### config.mk
export PLATFORM = sky130hd
export DESIGN_NAME = sync_fifo_ctl
export DESIGN_NICKNAME = d
export VERILOG_FILES = /design/src/rtl/sync_fifo_ctl.sv
export SDC_FILE = /design/constraint.sdc
export NUM_CORES = 1
export LEC_CHECK = 0
export BUFFER_PORTS_ARGS = -buffer_cell sky130_fd_sc_hd__buf_2
export CAP_MARGIN = 40
export CORE_UTILIZATION = 68
export CTS_BUF_LIST = sky130_fd_sc_hd__clkbuf_4
export CTS_CLUSTER_DIAMETER = 150
export DETAILED_ROUTE_END_ITERATION = 8
export GPL_TIMING_DRIVEN = 1
export PLACE_DENSITY_LB_ADDON = 0.25
export SKIP_LAST_GASP = 1
export SLEW_MARGIN = 10
export SYNTH_ARGS = -nofsm -noshare
export SYNTH_HDL_FRONTEND = slang
export SYNTH_SLANG_ARGS = --single-unit
### constraint.sdc
create_clock -name clk -period 5.1 [get_ports clk]
set_clock_uncertainty 0.1 [all_clocks]
set_input_delay 0.51 -clock clk [delete_from_list [all_inputs] [get_ports clk]]
set_output_delay 0.51 -clock clk [all_outputs]
set_load 0.02 [all_outputs]
### src/rtl/sync_fifo_ctl.sv
// sync_fifo_ctl: single-clock FIFO with occupancy count, almost-full/almost-empty
// thresholds, selectable FWFT read mode and sticky overflow/underflow flags.
module sync_fifo_ctl #(
    parameter int DSIZE      = 8,
    parameter int ASIZE      = 4,
    parameter int AFULL_LVL  = 14,
    parameter int AEMPTY_LVL = 2,
    parameter int FWFT       = 0
) (
    input  logic             clk,
    input  logic             rst,
    input  logic [DSIZE-1:0] wdata,
    input  logic             winc,
    output logic             wfull,
    output logic             walmost_full,
    input  logic             rinc,
    output logic [DSIZE-1:0] rdata,
    output logic             rempty,
    output logic             ralmost_empty,
    output logic [ASIZE:0]   count,
    input  logic             err_clr,
    output logic             overflow,
    output logic             underflow
);

    localparam int DEPTH = 2 ** ASIZE;
    localparam logic [ASIZE:0] DEPTH_C  = (ASIZE + 1)'(DEPTH);
    localparam logic [ASIZE:0] AFULL_C  = (ASIZE + 1)'(AFULL_LVL);
    localparam logic [ASIZE:0] AEMPTY_C = (ASIZE + 1)'(AEMPTY_LVL);

    // Reject configurations whose thresholds or depth make no sense.
    if (ASIZE < 1 || AEMPTY_LVL < 0 || AEMPTY_LVL >= AFULL_LVL ||
        AFULL_LVL > DEPTH || (FWFT != 0 && FWFT != 1)) begin : g_bad_cfg
        $error("sync_fifo_ctl: illegal parameter configuration");
    end

    logic [DSIZE-1:0] mem [DEPTH];
    logic [ASIZE:0]   wptr;
    logic [ASIZE:0]   rptr;
    logic [ASIZE:0]   count_q;
    logic [ASIZE:0]   next_count;
    logic [ASIZE-1:0] waddr;
    logic [ASIZE-1:0] raddr;
    logic             do_write;
    logic             do_read;

    // Acceptance uses the registered flags, so a full FIFO drops the write and an
    // empty FIFO drops the read when both are requested together.
    assign do_write = winc && !wfull;
    assign do_read  = rinc && !rempty;
    assign waddr    = wptr[ASIZE-1:0];
    assign raddr    = rptr[ASIZE-1:0];
    assign count    = count_q;

    // Occupancy after this edge; all status flags are derived from it.
    always_comb begin
        next_count = count_q;
        case ({do_write, do_read})
            2'b10:   next_count = count_q + 1'b1;
            2'b01:   next_count = count_q - 1'b1;
            default: next_count = count_q;
        endcase
    end

    // Pointers, occupancy and registered status flags.
    always_ff @(posedge clk) begin
        if (rst) begin
            wptr          <= '0;
            rptr          <= '0;
            count_q       <= '0;
            wfull         <= 1'b0;
            rempty        <= 1'b1;
            walmost_full  <= (AFULL_LVL == 0);
            ralmost_empty <= 1'b1;
        end else begin
            if (do_write) begin
                wptr <= wptr + 1'b1;
            end
            if (do_read) begin
                rptr <= rptr + 1'b1;
            end
            count_q       <= next_count;
            wfull         <= (next_count == DEPTH_C);
            rempty        <= (next_count == '0);
            walmost_full  <= (next_count >= AFULL_C);
            ralmost_empty <= (next_count <= AEMPTY_C);
        end
    end

    // Storage array; contents are deliberately left unreset.
    always_ff @(posedge clk) begin
        if (!rst && do_write) begin
            mem[waddr] <= wdata;
        end
    end

    // Sticky error flags; a new error in the clearing cycle keeps the flag set.
    always_ff @(posedge clk) begin
        if (rst) begin
            overflow  <= 1'b0;
            underflow <= 1'b0;
        end else begin
            if (winc && wfull) begin
                overflow <= 1'b1;
            end else if (err_clr) begin
                overflow <= 1'b0;
            end
            if (rinc && rempty) begin
                underflow <= 1'b1;
            end else if (err_clr) begin
                underflow <= 1'b0;
            end
        end
    end

    if (FWFT == 1) begin : g_fwft
        // Head word falls straight through from the storage array.
        always_comb begin
            rdata = mem[raddr];
        end
    end else begin : g_std
        // Registered read port, updated only when a pop is accepted.
        always_ff @(posedge clk) begin
            if (rst) begin
                rdata <= '0;
            end else if (do_read) begin
                rdata <= mem[raddr];
            end
        end
    end

endmodule

## Yosys cells after proc, flatten, opt, wreduce, memory -nomap -nowiden

Memory sizes are Yosys's and may differ from the RTL's. A register that Yosys moved wholly into a read port is not among the register bits.
Index checks and enable logic that the tools add are counted.

| cells by class | value |
|---|---|
| $add $sub $neg | 4 |
| magnitude comparators | 2 |
| equality and inequality tests | 3 |
| multiplexer cells | 6 |
| reduce and logical (&&, ||, !) cells | 11 |

Operator list:

| kind | number |
|---|---|
| adder 5 x 1 -> 5 bit, second input constant | 3 |
| case mux 5 bit (2 select lines) | 1 |
| == test 5 bit, second input constant | 1 |
| greater-or-equal comparator 5 x 4 -> 1 bit, second input constant | 1 |
| <= comparator 5 x 2 -> 1 bit, second input constant | 1 |
| logical AND 1 bit | 5 |
| zero test 5 bit | 1 |
| two-way mux 1 bit | 5 |
| subtractor 5 x 1 -> 5 bit, second input constant | 1 |
| nonzero test 2 bit | 2 |
| zero test 1 bit | 3 |
| == test 2 x 1 -> 1 bit, second input constant | 1 |
| == test 2 bit, second input constant | 1 |

| word-level totals | value |
|---|---|
| flip-flop bits (word level) | 21 |
| RAM bits | 128 |
| bits of input ports | 13 |
| output and inout port bits | 19 |
| logic and storage cells | 36 |
| memories kept | 1 |

Memories:

| memory | depth | width | read ports | clocked after memory_dff | wr ports | line | source |
|---|---|---|---|---|---|---|---|
| mem | 16 | 8 | 1 | 1 | 1 | 37 | `logic [DSIZE-1:0] mem [DEPTH];` |

## Longest topological paths before layout

Gate-level depths: netlist of run 1.

| depth | value |
|---|---|
| word-level depth | 5 |
| depth in mapped cells | 11 |
| mapped depth without buffers | 10 |

## Worst setup path after synthesis of run 1

Ideal clock, no wire load.

| timing path | value |
|---|---|
| kind | input-to-reg |
| start | input port winc |
| end | register wfull |
| setup time | 117 ps |
| arrival time | 2306 ps |
| required time | 4883 ps |
| slack | 2577 ps |
| cell stages on the path | 11 |
| path buffers | 1 |
| cells stage by stage | nor2b_2 -> buf_6 -> inv_4 -> nand2_4 -> xnor2_1 -> ha_1 -> nor3b_1 -> a31oi_1 -> a221oi_2 -> xnor2_1 -> and4bb_1 |

| between the ends | value |
|---|---|
| cells in the longest elaborated chain, start to end | 4 |
| elaborated cells between the ends (all ways) | 5 |
| those cells by class | eq/ne: 3; mux: 1; reduce/logical: 1 |

RTL lines:

| element | line | source |
|---|---|---|
| from (decl) | 13 | `input logic winc,` |
| logical AND 1 bit * | 49 | `assign do_write = winc && !wfull;` |
| == test 2 x 1 -> 1 bit or == test 2 bit (tied branches) | 58 | `case ({do_write, do_read})` |
| case mux 5 bit (2 select lines) * | 58 |  |
| == test 5 bit * | 83 | `wfull <= (next_count == DEPTH_C);` |
| to (signal assigned) | 83 |  |
| to (decl) | 14 | `output logic wfull,` |

Mark *: on every way between the ends. The rest lies on a longest branch, timed or not.
A chain may end at the register's enable or synchronous reset.

## Worst setup path after layout of run 1

| timing path | value |
|---|---|
| start | register wfull |
| end | register wfull |

| between the ends | value |
|---|---|
| cells in the longest elaborated chain, start to end | 5 |
| elaborated cells between the ends (all ways) | 6 |
| those cells by class | eq/ne: 3; mux: 1; reduce/logical: 2 |

RTL lines:

| element | line |
|---|---|
| zero test 1 bit * | 49 |
| logical AND 1 bit * | 49 |
| == test 2 x 1 -> 1 bit or == test 2 bit (tied branches) | 58 |
| case mux 5 bit (2 select lines) * | 58 |
| == test 5 bit * | 83 |

Marks and branches as above.

==> results.md, run 1 <==
- Ports: 32
- Post-route setup slack: around 2.4 ns
- Synth Net Count: between 300 and 400
- Drt via density: 6.44
- Final Max Tran Viols: 0
- Post-synth ARST share: 0
- Leak Pwr: ~2.3 nW
- CTS tree: yes
- Worst Max-Slew Pin Slew: around 0.88 ns
- Outcome: finished, final reports clean
- WP data required: between 5 and 6 ns
- Crit. End Element: flip-flop
- 1st-iter DRT viols: 368
- Final hold vios: 0
- Routed vias: 3343
- Die ar.: 9510 um2
- Reg-to-reg slack, setup: approximately 2.4 ns
- Routability Congestion: between 0.8 and 0.9
- Cell area after synthesis: a little over 6000 um2
- Most used cell, CP: xnor2_1
- Worst path max stage delay: about 0.4 ns
- DRT Pass-1 Iters: 5
- Layout cell share with drive strength beyond 1: 0.268
- Detail Route met3 WL: roughly 970 um
- GR Util All Layers: 0.271
- GRT overflow: 0
- Clk Latency, worst-skew pair: ~0.51 ns
- Top layer in use: met4
- RSZ-0062 raised after global routing: false
- Post-Place Worst Slack: ~2.2 ns
- Initial antenna violation count: 0
- Worst Hold Launch: winc
- Reg2reg end: wfull
- Seq/Total Area, Yosys: 0.707
- Fin crit share: 0.533
- H-tree levels: 4
- Cts hold-fix bufs: 0
- FF+latch count, synth: approximately 160
- DRC: 0
- Total Wirelength: ~12000 um
- DR WL met2: 5770 um
- Slowest cell on crit path: nor2b_2
- Worst slew margin: 0.412
- Worst Path Max Fanout: 9
- Post-synth EDFFs: between 100 and 150
- Initial Util: 0.708
- DR WL/cell: 22.8 um
- Worst R2R Path Depth: 10
- Synth cell types: between 40 and 50
- Clock Sinks: ~160
- Largest net degree at the start of global routing: 36
- Final setup viols: 0
- Max-cap violations: 0
- Max rail drop VDD: 0.000234 V
- Antenna diode count: 0
- Ys flop type: edfxtp_1
- Hold endpoint: overflow
- Detail Route Antenna Nets: 0
- Final core occ: 0.769
- Die Ht: slightly below 100 um
- Final min period: ~2.7 ns
- Vias in the first global route: between 3000 and 4000
- Post-Route M1 WL: around 4800 um
- Yosys Warn Count: 0
- Clock root buffer: clkbuf_4
- I/O Buffers: 31
- Die X: between 90 and 100 um
- Highest-count cells in the layout ignoring fill and taps: edfxtp_1 (128), nor2_1 (36), buf_2 (35)
- Setup tns final: 0 ns
- Crit path DAT: roughly 3.0 ns
- CTS max path bufs: 2
- Cell-by-cell trace of the critical path: nor2b_2 -> inv_4 -> nand2_4 -> xnor2_1 -> ha_1 -> nor3b_1 -> a31oi_1 -> a221oi_2 -> xnor2_1 -> and4bb_1
- Global-route wire length before repair: 18700 um
- Setup CP Type: reg2reg
- Post-CTS Setup Bufs: 0
- Clock Pin Slew Worst Setup and Hold Paths: ~0.13 ns
- Cells after Synth: between 300 and 400
- FP Rows: 34
- Worst hold path depth: 3
- Layout overhead on the synthesized area: 8.59%
- Hold crit path type: in2reg
- Final hold slack: ~0.16 ns
- Hpwl dp: 7610 um
- P per Cell Area: ~420 nW/um2
- Core area: between 8000 and 9000 um2
- TritonCTS buffer count: 17
- Nets: 418
- Fmax achieved: ~370 MHz
- CP startpoint kind: flip-flop
- Commonest non-fill, non-tap cell in the layout: edfxtp_1
- FF-to-FF Start: wfull
- Resize count post-CTS: 0
- Syn_area_per_cell: 17.1 um2
[metal layers]
metal | GRT usage | vias up
li1 | - | 1493
met1 | 0.387 | 1644
met2 | 0.405 | 180
met3 | 0.0619 | 26
met4 | 0.130 | 0
met5 | 0 | -
[cells by family (layout without fill, tap and decap cells)]
logic type	after synthesis	count (layout)	share of synthesized area
DFF	155	155	0.707
and+or+nand+nor	73	73	0.0575
AOI/OAI and AO/OA	52	52	0.0581
muxes	33	33	0.118
buffers and inverters	31	79	0.0266
xor gates and xnor gates	12	12	0.0192
adders and majority gates	7	7	0.0141
[critical path: cells and delay by family (launching register included)]
| kind | cells | cell delay [ns] |
|---|---|---|
| DFF | 1 | 0.36 |
| adders and majority gates | 1 | 0.29 |
| xor gates and xnor gates | 2 | 0.37 |
| buffers and inverters | 1 | 0.11 |
| and+or+nand+nor | 4 | 0.97 |
| AOI/OAI and AO/OA | 2 | 0.43 |
[flip-flops by register name, summed over array words and instances (netlist names)]
register / cells
mem: 128
rdata: 8
count: 5
rptr: 4
wptr: 4
overflow: 1
ralmost_empty: 1
rempty: 1
underflow: 1
walmost_full: 1
wfull: 1
[worst max path at each step]
stage	start	to	slack, ns	depth (start not counted)
detailed placement	winc	wfull	2.16	11
finish	wfull	wfull	2.38	10
CTS	wfull	wfull	2.39	10
global placement	winc	mem[1][7]	2.26	6
global route	wfull	wfull	2.22	10
floorplan	winc	wfull	2.58	11
[synth_stat cells (2+ instances only)]
master    instances  area share
clkbuf_1          5      0.0030
a22oi_1          18       0.022
mux4_2           32        0.12
nor3_1            7      0.0056
o22ai_1           2      0.0020
buf_2             7      0.0056
xor2_1            6      0.0085
xnor2_1           5      0.0071
nand2_1          13      0.0079
nand2b_1          2      0.0020
buf_1             4      0.0024
a21oi_1          21       0.017
dfxtp_1          27       0.087
nand4_1           2      0.0020
inv_1             7      0.0042
buf_6             4      0.0073
buf_4             2      0.0024
nor2_1           36       0.022
nor2b_1           3      0.0030
edfxtp_1        128        0.62
ha_1              7       0.014
[metrics by stage]
stage / std cells / area [um2] / power [mW]
2_1_floorplan: 363 / 6200 / 1.91
3_3_place_gp: 482 / 6380 / 2.01
3_5_place_dp: 486 / 6400 / 2.03
4_1_cts: 518 / 6730 / 2.84
5_1_grt: 519 / 6740 / 2.94
6_report: 519 / 6740 / 2.82
[layout make-up]
class / instances / area, um2
sequential: 155 / 4390
fill: 482 / 2030
multi-input combinational: 177 / 1650
timing repair buffer: 38 / 198
clock inverter: 14 / 193
clock buffer: 18 / 135
tap: 108 / 135
inverter: 9 / 36.3
[power breakdown]
part           internal, mW  switching [mW]  leakage (nW)  total (mW)
clock                 0.398           0.421         0.172       0.819
sequential             1.42          0.0490          1.37        1.47
combinational         0.234           0.302         0.719       0.536
(Power assumes the default switching activity.)
==> run 2, diff against run 1 <==
--- a/config.mk
+++ b/config.mk
@@ -5,9 +5,10 @@
 export SDC_FILE = /design/constraint.sdc
 export NUM_CORES = 1
 export LEC_CHECK = 0
+export ABC_AREA = 1
 export BUFFER_PORTS_ARGS = -buffer_cell sky130_fd_sc_hd__buf_2
 export CAP_MARGIN = 40
-export CORE_UTILIZATION = 68
+export CORE_UTILIZATION = 57
 export CTS_BUF_LIST = sky130_fd_sc_hd__clkbuf_4
 export CTS_CLUSTER_DIAMETER = 150
 export DETAILED_ROUTE_END_ITERATION = 8
==> constraint.sdc (replaced) <==
create_clock -name clk -period 2.2 [get_ports clk]
set_clock_uncertainty 0.1 [all_clocks]
set_input_delay 0.22 -clock clk [delete_from_list [all_inputs] [get_ports clk]]
set_output_delay 0.22 -clock clk [all_outputs]
set_load 0.02 [all_outputs]
==> run 2 against run 1 <==
Synthesized area grew 3.3%. Non-clock buffer count grew 33. First-iteration DRC count is 5.4% higher. Worst hold slack gained 0.30 ns. Synthesized cell count up 51%. Utilization down 10 points. Total power increased by 120%. Critical endpoint is now rempty.
==> results.md, run 2 <==
- Final Max Tran Viols: 0 (unchanged)
- Net Sw Power: 1.75 mW (was 0.771 mW)
- Commonest non-fill, non-tap cell in the layout: edfxtp_1 (unchanged)
- GRT overflow: 0 (unchanged)
- Simple-gate portion of the synthesized area: 0.149 (was 0.0575)
- Worst hold path depth: 2 (was 3)
- Fillers: 816 (was 482)
- Final setup viols: 0 (unchanged)
- Final core occ: 0.668 (was 0.769)
- Detail Route Antenna Nets: 0 (unchanged)
- Initial antenna violation count: 0 (unchanged)
- Synth Area in Adders: 0.0137 (was 0.0141)
- Routability Congestion: 0.840 (was 0.877)
- FP Rows: 38 (was 34)
- Die X: 108 um (was 97.5 um)
- TritonCTS buffer count: 17 (unchanged)
- Global-route wire length before repair: 22000 um (was 18700 um)
- I/O Buffers: 31 (unchanged)
- Commonest cells post-synth: edfxtp_1 (128), nor2_1 (98), o21ai_0 (62) (was edfxtp_1 (128), nor2_1 (36), mux4_2 (32))
- 1st-iter DRT viols: 388 (was 368)
- Post-Place Worst Slack: 0.333 ns (was 2.16 ns)
- WP data required: 2.57 ns (was 5.42 ns)
- Final hold vios: 0 (unchanged)
- Highest-count cells in the layout ignoring fill and taps: edfxtp_1 (128), nor2_1 (98), o21ai_0 (62) (was edfxtp_1 (128), nor2_1 (36), buf_2 (35))
- Leak Pwr: 2.66 nW (was 2.27 nW)
- Clock root buffer: clkbuf_4 (unchanged)
- Antenna diode count: 0 (unchanged)
- Complex-gate fraction of the synthesized area: 0.111 (was 0.0581)
- Most common cell in the netlist: edfxtp_1 (unchanged)
- CTS max path bufs: 2 (unchanged)
- Initial Util: 0.588 (was 0.708)
- Clock Sinks: 155 (unchanged)
- Routed vias: 4478 (was 3343)
- P per Cell Area: 843 nW/um2 (was 419 nW/um2)
- Largest net degree at the start of global routing: 35 (was 36)
- CTS tree: yes (unchanged)
- Max rail drop VDD: 0.000436 V (was 0.000234 V)
- Worst Max-Slew Pin Slew: 0.535 ns (was 0.879 ns)
- Fin crit share: 0.876 (was 0.533)
- Hold crit path type: reg2reg (was in2reg)
- Worst R2R Path Depth: 10 (unchanged)
- Largest family of logic cells by synthesized area: simple AND/OR/NAND/NOR gates (was multiplexers)
- H-tree levels: 4 (unchanged)
- Final min period: 1.93 ns (was 2.72 ns)
- Ports: 32 (unchanged)
- Clock share of power: 0.306 (was 0.290)
- Yosys Warn Count: 0 (unchanged)
- Layout overhead on the synthesized area: 13.5% (was 8.59%)
- Comb pwr share: 0.155 (was 0.190)
- DRT Pass-1 Iters: 5 (unchanged)
- Multi-input combinational cell area: 1760 um2 (was 1650 um2)
- RSZ-0062 raised after global routing: false (unchanged)
- Layout cell share with drive strength beyond 1: 0.188 (was 0.268)
- CP startpoint kind: flip-flop (unchanged)
- Vias in the first global route: 4364 (was 3279)
- Crit path DAT: 2.30 ns (was 3.04 ns)
- Sequential share of power: 0.540 (was 0.520)
- Clk Latency, worst-skew pair: 0.54 ns (was 0.51 ns)
- Area leader, netlist: edfxtp_1 (unchanged)
- Seq/Total Area, Yosys: 0.684 (was 0.707)
- Ys flop type: edfxtp_1 (unchanged)
- Die ar.: 11700 um2 (was 9510 um2)
- Final hold slack: 0.456 ns (was 0.157 ns)
- Seq. cell area: 4390 um2 (unchanged)
- Max-cap violations: 0 (unchanged)
- Synth cell types: 34 (was 46)
- Setup tns final: 0 ns (unchanged)
- Final Cell Area: 7270 um2 (was 6740 um2)
- GR Util All Layers: 0.263 (was 0.271)
- DRC: 0 (unchanged)
- Clock Pin Slew Worst Setup and Hold Paths: 0.13 ns (about the same)
- Internal power: 4.38 mW (was 2.05 mW)
- Largest cells by area after synthesis: edfxtp_1 (60%), dfxtp_1 (8.4%), nor2_1 (5.7%), o21ai_0 (4.8%), o221ai_1 (3.6%) (was edfxtp_1 (62%), mux4_2 (12%), dfxtp_1 (8.7%), a22oi_1 (2.2%), nor2_1 (2.2%))
- Synth Area in XOR/XNOR: 0.00137 (was 0.0192)
- Biggest register: mem (unchanged)
- Core area: 10900 um2 (was 8760 um2)
- Sw frac: 0.285 (was 0.273)
- Yosys top cell area share: 0.600 (was 0.620)
- Cell area after synthesis: 6410 um2 (was 6200 um2)
- Post-DP Area: 6810 um2 (was 6400 um2)
- Die Ht: 108 um (was 97.5 um)
- Outcome: finished, final reports clean (unchanged)
- Crit. End Element: flip-flop (unchanged)
- Hpwl dp: 9120 um (was 7610 um)
- Synth Net Count: 569 (was 383)
- Worst Path Max Fanout: 6 (was 9)
- Cells after Synth: 549 (was 363)
- Fmax achieved: 519 MHz (was 368 MHz)
- Setup CP Type: reg2reg (unchanged)
- Syn_area_per_cell: 11.7 um2 (was 17.1 um2)
- DR WL/cell: 19.2 um (was 22.8 um)
- Post-synth EDFFs: 128 (unchanged)
- Worst slew margin: 0.643 (was 0.412)
- Max reg flops: 128 (unchanged)
- Nets: 631 (was 418)
- Total Wirelength: 14700 um (was 11800 um)
- Post-synth ARST share: 0 (unchanged)
- Drt via density: 5.86 (was 6.44)
- Mux contribution to synthesized area: 0 (was 0.118)
- FF+latch count, synth: 155 (unchanged)
- Resize count post-CTS: 0 (unchanged)
- Post-route setup slack: 0.273 ns (was 2.38 ns)
## run 2: critical path, stage by stage (launching register included)
cell	delay (ns)
dfxtp_1	0.39
nor2_8	0.18
nand2_4	0.09
nand2_1	0.09
nand2_2	0.07
ha_1	0.27
o21ai_0	0.29
nand2_1	0.09
nor2_1	0.15
nand3_1	0.09
nand2_1	0.07
## run 2: power by group through the flow
| stage | Clock, mW | Combinational, mW | Sequential [mW] |
|---|---|---|---|
| final | 1.87 | 0.949 | 3.31 |
| after global routing | 2.00 | 1.05 | 3.32 |
| after CTS | 1.90 | 0.945 | 3.31 |
| after detailed placement | 0 | 0.918 | 3.38 |
| after global placement | 0 | 0.896 | 3.37 |
| after floorplan | 0 | 0.560 | 3.44 |
## run 2: layer usage
metal,GRT usage,wire (um),vias up
met2,0.425,7200,202
met1,0.345,5960,2151
li1,-,-,2094
met4,0.113,415,0
met3,0.0555,1090,31
met5,0,0,-
## run 2: logic make-up (layout without fill, tap and decap cells)
logic type / count (synthesis) / in the layout
and+or+nand+nor: 206 / 206
DFF: 155 / 155
AOI/OAI and AO/OA: 117 / 117
buffers and inverters: 63 / 138
adders and majority gates: 7 / 7
xor gates and xnor gates: 1 / 1
## run 2: worst paths after layout
check        startpoint       to  slack (ns)
max reg2reg      rempty   rempty        0.27
max              rempty   rempty        0.27
min             wptr[3]  wptr[3]        0.46
min reg2reg     wptr[3]  wptr[3]        0.46
## run 2: per-stage QoR
| step | std cells | power, mW |
|---|---|---|
| floorplan | 549 | 4.00 |
| global placement | 718 | 4.27 |
| detailed placement | 718 | 4.29 |
| CTS | 764 | 6.16 |
| global route | 764 | 6.36 |
| finish | 764 | 6.13 |
## run 2: final cells by class
type                    count  area share
inverters                  35      0.0181
repair buffers             71      0.0691
clock inverters            14      0.0256
well taps                 140      0.0241
multi-input cells         331       0.242
flip-flops and latches    155       0.603
clock buffers              18      0.0186
## run 2: repair_timing
item	CTS	global route
endpoints found under the setup margin	0	0
hold endpoints to repair	132	0
hold buffers	14	0
buffers inserted	0	0
